===== src/rtl/time_set_ctrl.sv =====
// HH:MM edit-mode controller: captures watch/alarm time into an edit buffer,
// steps a digit cursor, increments BCD digits with wrap, and strobes a commit.
module time_set_ctrl #(
   parameter int unsigned BLINK_DIV = 250
) (
   input  logic        clk,
   input  logic        resetTime,
   input  logic [2:0]  mode,
   input  logic        setValue,
   input  logic        upTime,
   input  logic        nextDigit,
   input  logic [15:0] cur_time,
   input  logic [15:0] cur_alarm,
   output logic [15:0] edit_value,
   output logic [1:0]  cursor,
   output logic        edit_active,
   output logic        blink,
   output logic        load_watch,
   output logic        load_alarm
);

   localparam int unsigned CW = (BLINK_DIV > 1) ? $clog2(BLINK_DIV) : 1;
   localparam logic [CW-1:0] CNT_LAST = CW'(BLINK_DIV - 1);

   typedef enum logic [1:0] {IDLE, EDIT, COMMIT} state_t;

   state_t        state_q, state_d;
   logic          target_q, target_d;   // 0 = watch, 1 = alarm
   logic          prev_set_q, prev_up_q, prev_next_q;
   logic [CW-1:0] cnt_q, cnt_d;
   logic [15:0]   edit_value_d;
   logic [1:0]    cursor_d;
   logic          edit_active_d, blink_d, load_watch_d, load_alarm_d;
   logic          set_press, up_press, next_press;

   assign set_press  = setValue  & ~prev_set_q;
   assign up_press   = upTime    & ~prev_up_q;
   assign next_press = nextDigit & ~prev_next_q;

   // Out-of-range digits (including invalid BCD) wrap straight to 0.
   function automatic logic [15:0] bump(input logic [15:0] v, input logic [1:0] c);
      logic [3:0] ht, ho, mt, mo;
      {ht, ho, mt, mo} = v;
      case (c)
         2'd3:    ht = (ht >= 4'd2) ? 4'd0 : ht + 4'd1;
         2'd2:    ho = (ho >= ((ht < 4'd2) ? 4'd9 : 4'd3)) ? 4'd0 : ho + 4'd1;
         2'd1:    mt = (mt >= 4'd5) ? 4'd0 : mt + 4'd1;
         default: mo = (mo >= 4'd9) ? 4'd0 : mo + 4'd1;
      endcase
      if (ht == 4'd2 && ho > 4'd3) ho = 4'd3;
      return {ht, ho, mt, mo};
   endfunction

   always_comb begin
      state_d       = state_q;
      target_d      = target_q;
      edit_value_d  = edit_value;
      cursor_d      = cursor;
      cnt_d         = '0;
      blink_d       = 1'b0;
      edit_active_d = 1'b0;
      load_watch_d  = 1'b0;
      load_alarm_d  = 1'b0;
      case (state_q)
         IDLE: begin
            if (set_press && mode[2:1] == 2'b00) begin
               edit_value_d  = mode[0] ? cur_alarm : cur_time;
               target_d      = mode[0];
               cursor_d      = 2'd3;
               state_d       = EDIT;
               edit_active_d = 1'b1;
               blink_d       = 1'b1;
            end
         end
         EDIT: begin
            if (mode != {2'b00, target_q}) begin
               state_d = IDLE;
            end else if (set_press) begin
               state_d      = COMMIT;
               load_watch_d = ~target_q;
               load_alarm_d = target_q;
            end else begin
               edit_active_d = 1'b1;
               // Increment uses the pre-advance cursor when both buttons hit together.
               if (up_press)   edit_value_d = bump(edit_value, cursor);
               if (next_press) cursor_d = cursor - 2'd1;
               if (up_press || next_press) begin
                  blink_d = 1'b1;
               end else if (cnt_q == CNT_LAST) begin
                  blink_d = ~blink;
               end else begin
                  cnt_d   = cnt_q + CW'(1);
                  blink_d = blink;
               end
            end
         end
         COMMIT:  state_d = IDLE;
         default: state_d = IDLE;
      endcase
   end

   always_ff @(posedge clk) begin
      if (resetTime) begin
         state_q     <= IDLE;
         target_q    <= 1'b0;
         prev_set_q  <= 1'b1;
         prev_up_q   <= 1'b1;
         prev_next_q <= 1'b1;
         cnt_q       <= '0;
         edit_value  <= '0;
         cursor      <= 2'd3;
         edit_active <= 1'b0;
         blink       <= 1'b0;
         load_watch  <= 1'b0;
         load_alarm  <= 1'b0;
      end else begin
         state_q     <= state_d;
         target_q    <= target_d;
         prev_set_q  <= setValue;
         prev_up_q   <= upTime;
         prev_next_q <= nextDigit;
         cnt_q       <= cnt_d;
         edit_value  <= edit_value_d;
         cursor      <= cursor_d;
         edit_active <= edit_active_d;
         blink       <= blink_d;
         load_watch  <= load_watch_d;
         load_alarm  <= load_alarm_d;
      end
   end

endmodule

===== config.mk =====
export PLATFORM = sky130hd
export DESIGN_NAME = time_set_ctrl
export DESIGN_NICKNAME = d
export VERILOG_FILES = /design/src/rtl/time_set_ctrl.sv
export SDC_FILE = /design/constraint.sdc
export NUM_CORES = 1
export LEC_CHECK = 0
export ABC_AREA = 1
export BUFFER_PORTS_ARGS = -buffer_cell sky130_fd_sc_hd__buf_2
export CAP_MARGIN = 10
export CORE_UTILIZATION = 47
export CTS_BUF_LIST = sky130_fd_sc_hd__clkbuf_4 sky130_fd_sc_hd__clkbuf_8 sky130_fd_sc_hd__clkbuf_16
export CTS_CLUSTER_DIAMETER = 120
export DETAILED_ROUTE_END_ITERATION = 12
export PLACE_DENSITY = 0.82
export SYNTH_ARGS = -nofsm -noshare
export SYNTH_HDL_FRONTEND = slang
export SYNTH_SLANG_ARGS = --single-unit

===== constraint.sdc =====
create_clock -name clk -period 1.91 [get_ports clk]
set_input_delay 0.191 -clock clk [delete_from_list [all_inputs] [get_ports clk]]
set_output_delay 0.191 -clock clk [all_outputs]
set_load 0.03 [all_outputs]

==> flow_summary.yaml <==
status:
  outcome: "completed"
sta:
  fin_crit_ps: 1720
  slew-limit-headroom: 0.650
  period_share: 0.901
  timing.hold.ws_ps: 77.7
  hold_viol_final: 0
  fin_worst_skew_ps: 7.53
  tightest_slew_ps: 525
  fin_setup_tns_ps: 0
  worst_slack_ps: 190
  setup_violations: 0
  fmax_mhz: 581
  slew_viol_final: 0
synthesis:
  synth_area_sq_um: 2340
  ys_async_sr_fraction: 0
  synth-warning-count: 0
  netlist.area_leader.share: 0.309
  synth_area_leaders: "dfxtp_1 31%, nand2_1 12%, ha_1 9.1%"
  syn_inst: 334
  ys_top_cells_by_count: "75 x nand2_1, 42 x nor2_1, 36 x dfxtp_1"
  syn-num-nets: 391
  synth_cell_types: 39
  synth-seq-area-share: 0.309
  synth_edf_count: 0
  synth.most_common_cell: "nand2_1"
  yosys_register_bits: 36
  postSynthAreaPerCell_sq_um: 6.99
  synth_top_flop_cell: "dfxtp_1"
  synth.largest_area_cell: "dfxtp_1"
die:
  ios: 62
  coreArea_sq_um: 4750
  start_util: 0.491
  dieArea_sq_um: 5260
  rows: 25
  die_y_um: 72.5
  fp.dieW_um: 72.5
place:
  portBuffers: 61
  dp.cells: 454
  dp_hpwl_mm: 4.02
  dp_slack_ps: 135
  place_congestion: 0.864
power:
  p_int_mw: 1.50
  seqPwrFrac: 0.402
  vdd_ir_drop_max_mv: 0.492
  clkPwrFrac: 0.485
  switching_share: 0.223
  switchingPower_mw: 0.433
  static-leakage-power_nw: 1.38
  p_comb_frac: 0.112
  power.density_nw_per_um2: 675
finish:
  nNetsFinal: 451
  stdcell_count: 462
  drive_gt1_frac: 0.266
  area_delta_synth_final_pct: 22.9
  antenna-diode-count: 0
  post-route-util: 0.604
worst_setup_path:
  reg2reg_from: "state_q[0]"
  cp_max_fo: 18
  start_kind: "register"
  rr_worst_depth: 9
  arrival_ps: 1900
  ff2ff_setup_slack_ps: 190
  cp-end-kind: "register"
  worstPathCellList: "inv_2, nor2_8, inv_4, nor2_8, o21ai_4, inv_4, nand2_1, nand2_1, a21oi_1"
  worst-setup-path-type: "register to register"
  cp.buffers_inverters: 3
  slowest_stage: "dfxtp_1"
  crit_family: "simple AND/OR/NAND/NOR gates"
  reg2reg_to: "edit_value[2]"
  worst_ep_required_time_ps: 2090
  critPathMaxStageDelay_ps: 370
routing:
  dr.pass1.iters: 4
  drt-initial-drc-count: 120
  routed_wirelength_mm: 5.46
  vias: 2320
  vias_per_cell: 5.02
  drc_errors: 0
  wire_per_inst_um: 11.8
  ant_nets: 0
cts:
  ctsHtreeMaxLevel: 2
  clk_latency_ps: 290
  cts_buffers: 5
  cts_tree: "done"
  postCtsHoldBufs: 0
  path_clk_slew_ps: 70
  clock-sinks: 36
  root_buffer: "clkbuf_8"
  clockBufferDepth: 2
  cts.repair.resized: 0
  post_cts_buffers: 0
worst_hold_path:
  hold_class: "primary input to register"
  holdPathStages: 3
  hp-start: "nextDigit"
  hold_end: "prev_next_q"
grt:
  grt_pass1_vias: 2156
  grt_usage: 0.214
  grt_max_degree: 19
  grt_antenna_before_repair: 0
  overflow: 0
  grt_pass1_wl_mm: 8.89
run:
  maxCapViolations: 0
how the worst max path moves through the flow:
stage	slack [ps]	start	endpoint	depth (start not counted)
2_1_floorplan	110	edit_value[13]	edit_value[9]	15
3_3_place_gp	230	edit_value[12]	edit_value[8]	13
3_5_place_dp	130	edit_value[13]	edit_value[8]	15
4_1_cts	110	edit_value[13]	edit_value[8]	15
5_1_grt	-5	edit_value[15]	edit_value[8]	14
6_report	190	state_q[0]	edit_value[2]	9
state kept, by name (all words and copies together), names as in the netlist:
register and cells:
load_watch 1, prev_up_q 1, target_q 1, prev_set_q 1, state_q 2, blink 1
edit_active 1, cursor 2, load_alarm 1, edit_value 16, cnt_q 8, prev_next_q 1
layout make-up:
cell class,instances,area (sq um)
fillers,440,1880
multi-input cells,249,1440
flip-flops and latches,36,724
repair buffers,62,313
inverters,40,155
clock inverters,3,90.1
well taps,67,83.8
clock buffers,5,68.8
layout by cell type (no fill, tap or decap), types with 2 or more instances in the layout:
cell type,synthesis,layout
or2_2,4,4
o211ai_1,2,2
inv_4,2,2
a21oi_1,26,25
nor3_1,5,5
ha_1,17,16
nand3_1,19,19
dfxtp_2,0,3
dfxtp_1,36,33
nor2_4,2,2
nand4_1,3,3
nand2_1,75,72
nor2_1,42,41
xor2_1,4,4
buf_2,2,61
o21ai_0,18,18
bufinv_16,0,3
o21ai_1,3,3
o22ai_1,5,5
o21ai_4,2,2
a21oi_2,1,2
inv_1,33,33
nand2_2,2,5
clkbuf_8,0,5
xnor2_1,5,5
inv_2,5,5
nor2_2,1,2
nor2_8,2,2
per-stage QoR:
step,area [sq um],total power [mW]
floorplan,2340,0.934
global placement,2680,1.01
detailed placement,2680,1.01
CTS,2840,1.94
global route,2870,2.01
finish,2870,1.94
per-layer routing:
metal | GRT usage | up-vias | share of wire
li1 | - | 1205 | -
met3 | 0.0486 | 6 | 0.047
met2 | 0.387 | 64 | 0.49
met1 | 0.248 | 1045 | 0.46
met5 | 0 | - | 0
met4 | 0.0675 | 0 | 0.011
tightest hold or removal path: cells and delay by family:
kind | cells | cell delay [ps]
buffers and inverters | 2 | 100
and+or+nand+nor | 1 | 40
power by group through the flow:
stage	clock, mW	sequential (mW)	combinational [mW]
floorplan	0	0.812	0.123
global placement	0	0.796	0.210
detailed placement	0	0.796	0.213
CTS	0.951	0.778	0.215
global route	0.984	0.781	0.243
finish	0.940	0.780	0.218
logic make-up (layout without fill, tap and decap cells):
| family | Yosys count | after routing | synth area share |
|---|---|---|---|
| buf+inv | 49 | 110 | 0.0884 |
| compound gates | 61 | 61 | 0.152 |
| simple gates | 160 | 160 | 0.318 |
| fa+ha+maj | 17 | 17 | 0.0911 |
| mux | 2 | 2 | 0.00911 |
| xor+xnor | 9 | 9 | 0.0337 |
| flops | 36 | 36 | 0.309 |
Power figures use the tool's default switching activity.
